## config.mk

```make
export PLATFORM = sky130hd
export DESIGN_NAME = onehot_phase_monitor
export DESIGN_NICKNAME = d
export VERILOG_FILES = /design/src/rtl/onehot_phase_monitor.sv
export SDC_FILE = /design/constraint.sdc
export NUM_CORES = 1
export LEC_CHECK = 0
export ABC_AREA = 1
export ABC_CLOCK_PERIOD_IN_PS = 2700
export BUFFER_PORTS_ARGS = -buffer_cell sky130_fd_sc_hd__buf_4
export CAP_MARGIN = 30
export CORE_MARGIN = 2
export CORE_UTILIZATION = 45
export DETAILED_ROUTE_END_ITERATION = 10
export PLACE_DENSITY = 0.67
export RECOVER_POWER = 50
export SLEW_MARGIN = 40
export SYNTH_ARGS = -nofsm -noshare
export SYNTH_HDL_FRONTEND = slang
export SYNTH_SLANG_ARGS = --single-unit
```

## constraint.sdc

```tcl
create_clock -name clock -period 2.7 [get_ports clock]
set_input_delay 0.405 -clock clock [delete_from_list [all_inputs] [get_ports clock]]
set_output_delay 0.405 -clock clock [all_outputs]
set_load 0.01 [all_outputs]
```

## src/rtl/onehot_phase_monitor.sv

```systemverilog
// Checks a rotating one-hot counter state and reports phase, revolution count and faults.
// Define ONEHOT_PHASE_MONITOR_AUTORECOVER_EN to let ERROR recover after three clean samples.
module onehot_phase_monitor #(
    parameter int N    = 3,
    parameter int PW   = 2,
    parameter int CYCW = 8
) (
    input  logic            clock,
    input  logic            resetn,
    input  logic [N-1:0]    onehot_in,
    input  logic            clear,
    output logic [PW-1:0]   phase,
    output logic            phase_valid,
    output logic            wrap_pulse,
    output logic [CYCW-1:0] cycle_count,
    output logic            err
);
    typedef enum logic [1:0] {IDLE, TRACK, ERROR} state_t;

    localparam logic [N-1:0] ONE = N'(1);

    state_t          state, state_nxt;
    logic [N-1:0]    prev, prev_nxt;
    logic [PW-1:0]   phase_nxt;
    logic            wrap_nxt;
    logic [CYCW-1:0] count_nxt;
    logic            legal, advance, stall;
`ifdef ONEHOT_PHASE_MONITOR_AUTORECOVER_EN
    logic [1:0]      rec_cnt, rec_cnt_nxt;
    logic            rec_step, rec_done;
`endif

    function automatic logic is_onehot(input logic [N-1:0] v);
        return (v != '0) && ((v & (v - ONE)) == '0);
    endfunction

    function automatic logic [N-1:0] rotl(input logic [N-1:0] v);
        return {v[N-2:0], v[N-1]};
    endfunction

    function automatic logic [PW-1:0] index_of(input logic [N-1:0] v);
        logic [PW-1:0] r;
        r = '0;
        for (int i = 0; i < N; i++) begin
            if (v[i]) r = PW'(i);
        end
        return r;
    endfunction

    assign legal   = is_onehot(onehot_in);
    assign advance = (onehot_in == rotl(prev));
    assign stall   = (onehot_in == prev);
`ifdef ONEHOT_PHASE_MONITOR_AUTORECOVER_EN
    // In ERROR, prev holds the last legal sample of the recovery run instead.
    assign rec_step = legal && (rec_cnt != 2'd0) && advance;
    assign rec_done = rec_step && (rec_cnt == 2'd2);
`endif

    always_ff @(posedge clock or negedge resetn) begin
        if (!resetn) begin
            state       <= IDLE;
            prev        <= '0;
            phase       <= '0;
            phase_valid <= 1'b0;
            wrap_pulse  <= 1'b0;
            cycle_count <= '0;
            err         <= 1'b0;
`ifdef ONEHOT_PHASE_MONITOR_AUTORECOVER_EN
            rec_cnt     <= 2'd0;
`endif
        end else begin
            state       <= state_nxt;
            prev        <= prev_nxt;
            phase       <= phase_nxt;
            phase_valid <= (state_nxt == TRACK);
            wrap_pulse  <= wrap_nxt;
            cycle_count <= count_nxt;
            err         <= (state_nxt == ERROR);
`ifdef ONEHOT_PHASE_MONITOR_AUTORECOVER_EN
            rec_cnt     <= rec_cnt_nxt;
`endif
        end
    end

    always_comb begin
        state_nxt = state;
        if (clear) begin
            state_nxt = IDLE;
        end else begin
            case (state)
                IDLE:    if (legal) state_nxt = TRACK;
                TRACK:   if (!advance && !stall) state_nxt = ERROR;
`ifdef ONEHOT_PHASE_MONITOR_AUTORECOVER_EN
                ERROR:   if (rec_done) state_nxt = TRACK;
`endif
                default: state_nxt = state;
            endcase
        end
    end

    always_comb begin
        prev_nxt  = prev;
        phase_nxt = phase;
        wrap_nxt  = 1'b0;
        count_nxt = cycle_count;
`ifdef ONEHOT_PHASE_MONITOR_AUTORECOVER_EN
        rec_cnt_nxt = rec_cnt;
`endif
        if (clear) begin
            prev_nxt  = '0;
            count_nxt = '0;
`ifdef ONEHOT_PHASE_MONITOR_AUTORECOVER_EN
            rec_cnt_nxt = 2'd0;
`endif
        end else begin
            case (state)
                IDLE: begin
                    if (legal) begin
                        prev_nxt  = onehot_in;
                        phase_nxt = index_of(onehot_in);
                    end
                end
                TRACK: begin
                    if (advance) begin
                        prev_nxt  = onehot_in;
                        phase_nxt = index_of(onehot_in);
                        if (prev[N-1]) begin
                            wrap_nxt  = 1'b1;
                            count_nxt = cycle_count + CYCW'(1);
                        end
                    end
`ifdef ONEHOT_PHASE_MONITOR_AUTORECOVER_EN
                    else if (!stall) begin
                        rec_cnt_nxt = 2'd0;
                    end
`endif
                end
`ifdef ONEHOT_PHASE_MONITOR_AUTORECOVER_EN
                // Wraps seen while recovering are deliberately not counted.
                ERROR: begin
                    if (!legal) begin
                        rec_cnt_nxt = 2'd0;
                    end else if (rec_done) begin
                        prev_nxt    = onehot_in;
                        phase_nxt   = index_of(onehot_in);
                        rec_cnt_nxt = 2'd0;
                    end else if (rec_step) begin
                        prev_nxt    = onehot_in;
                        rec_cnt_nxt = rec_cnt + 2'd1;
                    end else begin
                        prev_nxt    = onehot_in;
                        rec_cnt_nxt = 2'd1;
                    end
                end
`endif
                default: begin
                    prev_nxt = prev;
                end
            endcase
        end
    end
endmodule
```

# After elaboration in Yosys (flattened, before gate mapping)
# Cells that the tools add are included.
word_totals:
  register_bits: 18
  output_inout_bits: 13
  word_cells: 56
op_classes:
  n_addsub: 2
  n_eq_ne: 9
  mux: 21
  n_bitwise: 2
  reduce_logical: 15
op_table:
  columns: ["operator", "n"]
  rows:
  - ["8-bit 2-to-1 mux", 4]
  - ["2-bit 2-to-1 mux", 6]
  - ["3-bit 2-to-1 mux", 3]
  - ["8-bit by 1-bit adder with 8-bit output (second input constant)", 1]
  - ["2-bit case mux with 2 select lines", 2]
  - ["2-bit nonzero test", 4]
  - ["3-bit equality test", 2]
  - ["3-bit != test (second input constant)", 2]
  - ["3-bit case mux with 2 select lines", 1]
  - ["3-bit AND reduction", 2]
  - ["3-bit nonzero test", 2]
  - ["1-bit 2-to-1 mux", 5]
  - ["2-bit by 1-bit equality test with 1-bit output (second input constant)", 2]
  - ["2-bit != test (second input constant)", 2]
  - ["4-bit AND reduction", 1]
  - ["3-bit bitwise AND", 1]
  - ["3-bit logical NOT", 1]
  - ["3-bit by 1-bit subtractor with 3-bit output (second input constant)", 1]
  - ["2-bit equality test (second input constant)", 1]
  - ["1-bit logical AND", 2]
  - ["1-bit logical NOT", 2]
  - ["2-bit logical NOT", 1]
  - ["1-bit inverter", 1]

# Longest topological paths before layout
logic_depth:
  ltp_word: 8
  depth_mapped: 9
  depth_no_buf: 9

# Worst setup path after synthesis
# No wires, ideal clock.
synth_path:
  path_type: "input port to flip-flop"
  startpoint: "input onehot_in[0]"
  endpoint: "register cycle_count[2]"
  setup_time_ns: 0.117
  t_arrival_ns: 1.157
  required_time_ns: 2.583
  slack_ns: 1.427
  cell_stages: 9
  n_path_buf: 1
  cell_sequence: "buf_6 > inv_1 > nand2_1 > nand2_1 > nand4_2 > nand2_2 > inv_2 > nand2_1 > nand2_1"
synth_between:
  elab_chain_len: 3
synth_rtl:
  columns: ["element", "line_no", "rtl"]
  rows:
  - ["from (decl)", "10", "input logic [N-1:0] onehot_in,"]
  - ["3-bit equality test", "51", "assign advance = (onehot_in == rotl(prev));"]
  - ["2-bit nonzero test (no source line)", null, null]
  - ["3-bit AND reduction (no source line)", null, null]
  - ["to (signal assigned)", "77", "cycle_count <= count_nxt;"]
  - ["to (decl)", "15", "output logic [CYCW-1:0] cycle_count,"]
# Every way passes these cells.
# A chain may end at the register's enable or synchronous reset.

# Final worst setup path
layout_path:
  startpoint: "register prev[0]"
  endpoint: "register cycle_count[0]"
layout_between:
  elab_chain_len: 3
layout_rtl:
  columns: ["element", "line_no", "rtl"]
  rows:
  - ["from (decl)", "23", "logic [N-1:0] prev, prev_nxt;"]
  - ["from (signal assigned)", "73", "prev <= prev_nxt;"]
  - ["3-bit equality test", "51", null]
  - ["2-bit nonzero test (no source line)", null, null]
  - ["3-bit AND reduction (no source line)", null, null]
# Every way passes these cells.

==> results.md <==
- Nets: around 170
- Vias: just under 1000
- Final slew viol count: 0
- Vias in the first global route: approximately 950
- Hold Path Stages: 2
- CTS sink cnt: 18
- Total placed instance area: about 1200 µm²
- Pwr/cell area: 574 nW/µm²
- Vias/cell: approximately 5
- CTS tree: yes
- Worst Clk Skew: around 0.00090 ns
- Final setup vio count: 0
- Clock Root Buffer: clkbuf_4
- Buffer count from post-CTS setup fixing: 0
- Top cells by area, synth: dfrtp_1 (44%), nand2_1 (17%), inv_1 (6.9%)
- Worst-Margin Slew: between 0.9 and 1 ns
- Max-cap check violation count: 0
- Share of cells above drive strength 1: 15.3%
- Syn Nets: roughly 150
- CTS-repair resized insts: 0
- Synth cell types: 22
- Pleak: about 0.67 nW
- Final critical-path share of the clock period: between 50% and 60%
- Post-synth top area share: 43.7%
- HPWL Detailed: about 1700 µm
- VDD IR max: between 0.0003 and 0.0004 V
- Antenna violations before repair: 0
- Hold Violations, Final: 0
- Synth Instances: around 140
- Port Buffers: 18
- Final worst setup slack: between 1 and 1.5 ns
- Post-DRT Antenna Nets: 0
- Wire per inst: between 10 and 15 µm
- CP Data Arrival Time: between 1.5 and 2 ns
- Starting DRT DRC Count: 8
- Die Y-Extent: ~52 µm
- F_max: about 680 MHz
- Yosys Warn Count: 0
- Die width: between 50 and 60 µm
- Mean post-synth cell area: about 7.3 µm²
- GRT overflow: 0
- Fin crit period: around 1.5 ns
- Startpoint class of the critical path: flip-flop
- Total GRT Usage: just under 20%
- Pre-CTS setup slack: 1.18 ns
- Synthesized area: around 1000 µm²
- Relative slew slack: 34.7%
- Starting Density: between 40% and 50%
- Synth Register Bits: 18
- DRC viols: 0
- H-tree Lvls: 1
- Req. time, crit path: around 2.9 ns
- Global-route wire length before repair: just under 4000 µm
- Largest net degree at the start of global routing: 19
- Row cnt: 17
- Hold buffers post-CTS: 1
- Total core area: between 2000 and 2500 µm²
- Setup tns final: 0 ns
- RSZ-0062 raised after global routing: no
- Area leader, netlist: dfrtp_1
- Num ports: 19
- Area growth syn-to-layout: 17.4%
- Final GP Congestion: about 0.79
- Post-route cell area: 1210 µm²
- Antenna fix cells: 0
- Worst-Skew Late Latency: a little under 0.3 ns
- Die area: around 2700 µm²
- Outcome: finished, final reports clean
- Worst hold path class: in -> reg
- Worst Reg-to-Reg Cells: 5
- CTS clock-pin slew for the worst setup and hold paths: about 0.1 ns
- Final WL: around 2100 µm
- Crit path max fanout: 5
- Kind of critical path: reg -> reg
- Sequential fraction of the synthesis area: approximately 44%
- Worst setup EP type: flip-flop
- CTS max path bufs: 2
- DR pass1 iterations: 4
- CTS Buf Count: 3
worst max-delay path: stages, from the launching register on:
cell and delay (ns):
dfrtp_1 0.43, xnor2_1 0.27, nand4_2 0.17, nor2_1 0.35
nand2_1 0.09, o21ai_0 0.09
kinds of logic (layout without fill, tap and decap cells):
kind of cell,count (synthesis),count (layout),synth area share [%]
simple gates,88,88,39.0
buf+inv,22,44,8.75
flops,18,18,43.7
compound gates,9,9,4.74
xor+xnor,3,3,2.55
fa+ha+maj,1,1,1.21
through the flow:
| stage | utilization (%) | total power [W] | hold WS (ns) | std cells |
|---|---|---|---|---|
| after floorplan | - | 0.000472 | 0.109 | 141 |
| after global placement | 54.3 | 0.000542 | 0.287 | 186 |
| after detailed placement | 54.3 | 0.000549 | 0.290 | 186 |
| after CTS | 56.4 | 0.000716 | 0.341 | 191 |
| after global routing | 55.2 | 0.000754 | 0.383 | 191 |
| final | 55.2 | 0.000694 | 0.409 | 191 |
layer usage:
metal  track usage (%)  share of wire [%]  up-vias
met3              2.59                4.2        4
met2              31.9                 47       28
met5                 0                  0        -
met4              9.65                1.5        0
li1                  -                  -      485
met1              24.7                 47      457
registers in the layout, summed over array words and instances (netlist names):
signal and count:
cycle_count 8, phase_valid 1, phase 2, prev 3, state 2, wrap_pulse 1
err 1
path summary, 6_finish.rpt:
kind / start / to / slack, ns
setup reg to reg: prev[0] / cycle_count[0] / 1.22
max in group asynchronous: resetn / phase_valid / 1.33
hold / removal: clear / wrap_pulse / 0.41
hold reg to reg: phase[0] / phase[0] / 0.48
min in group asynchronous: resetn / cycle_count[1] / 0.77
setup / recovery: prev[0] / cycle_count[0] / 1.22
cell type report:
| cell class | count | area, µm² |
|---|---|---|
| inverters | 21 | 78.8 |
| well taps | 28 | 35.0 |
| multi-input cells | 101 | 482 |
| clock buffers | 4 | 36.3 |
| flip-flops and latches | 18 | 450 |
| repair buffers | 19 | 126 |
| fillers | 229 | 982 |
cell usage in the layout, fill, tap and decap left out, drive strengths merged, types with 2 or more instances in the layout:
| cell | n |
|---|---|
| nand2 | 49 |
| nor2 | 15 |
| clkbuf | 9 |
| nand3 | 15 |
| o21ai | 7 |
| a21oi | 2 |
| nor3b | 2 |
| buf | 13 |
| inv | 20 |
| dfrtp | 18 |
| xor2 | 2 |
| nand4 | 5 |
report_power, final:
group          switching (W)  internal [W]  leakage [nW]
combinational       0.000125     0.0000679         0.405
sequential         0.0000271      0.000307         0.245
clock              0.0000847     0.0000822        0.0210
synthesized netlist by cell type (all sizes together):
cell / n
inv: 20
nand4: 5
ha: 1
dfrtp: 18
nor3: 1
nand3: 15
buf: 1
nor3b: 2
xor2: 2
a21oi: 2
nand2: 49
clkinv: 1
o21ai: 7
xnor2: 1
or2: 1
nor2: 15
Note: power is estimated with default switching activity, not from simulation.
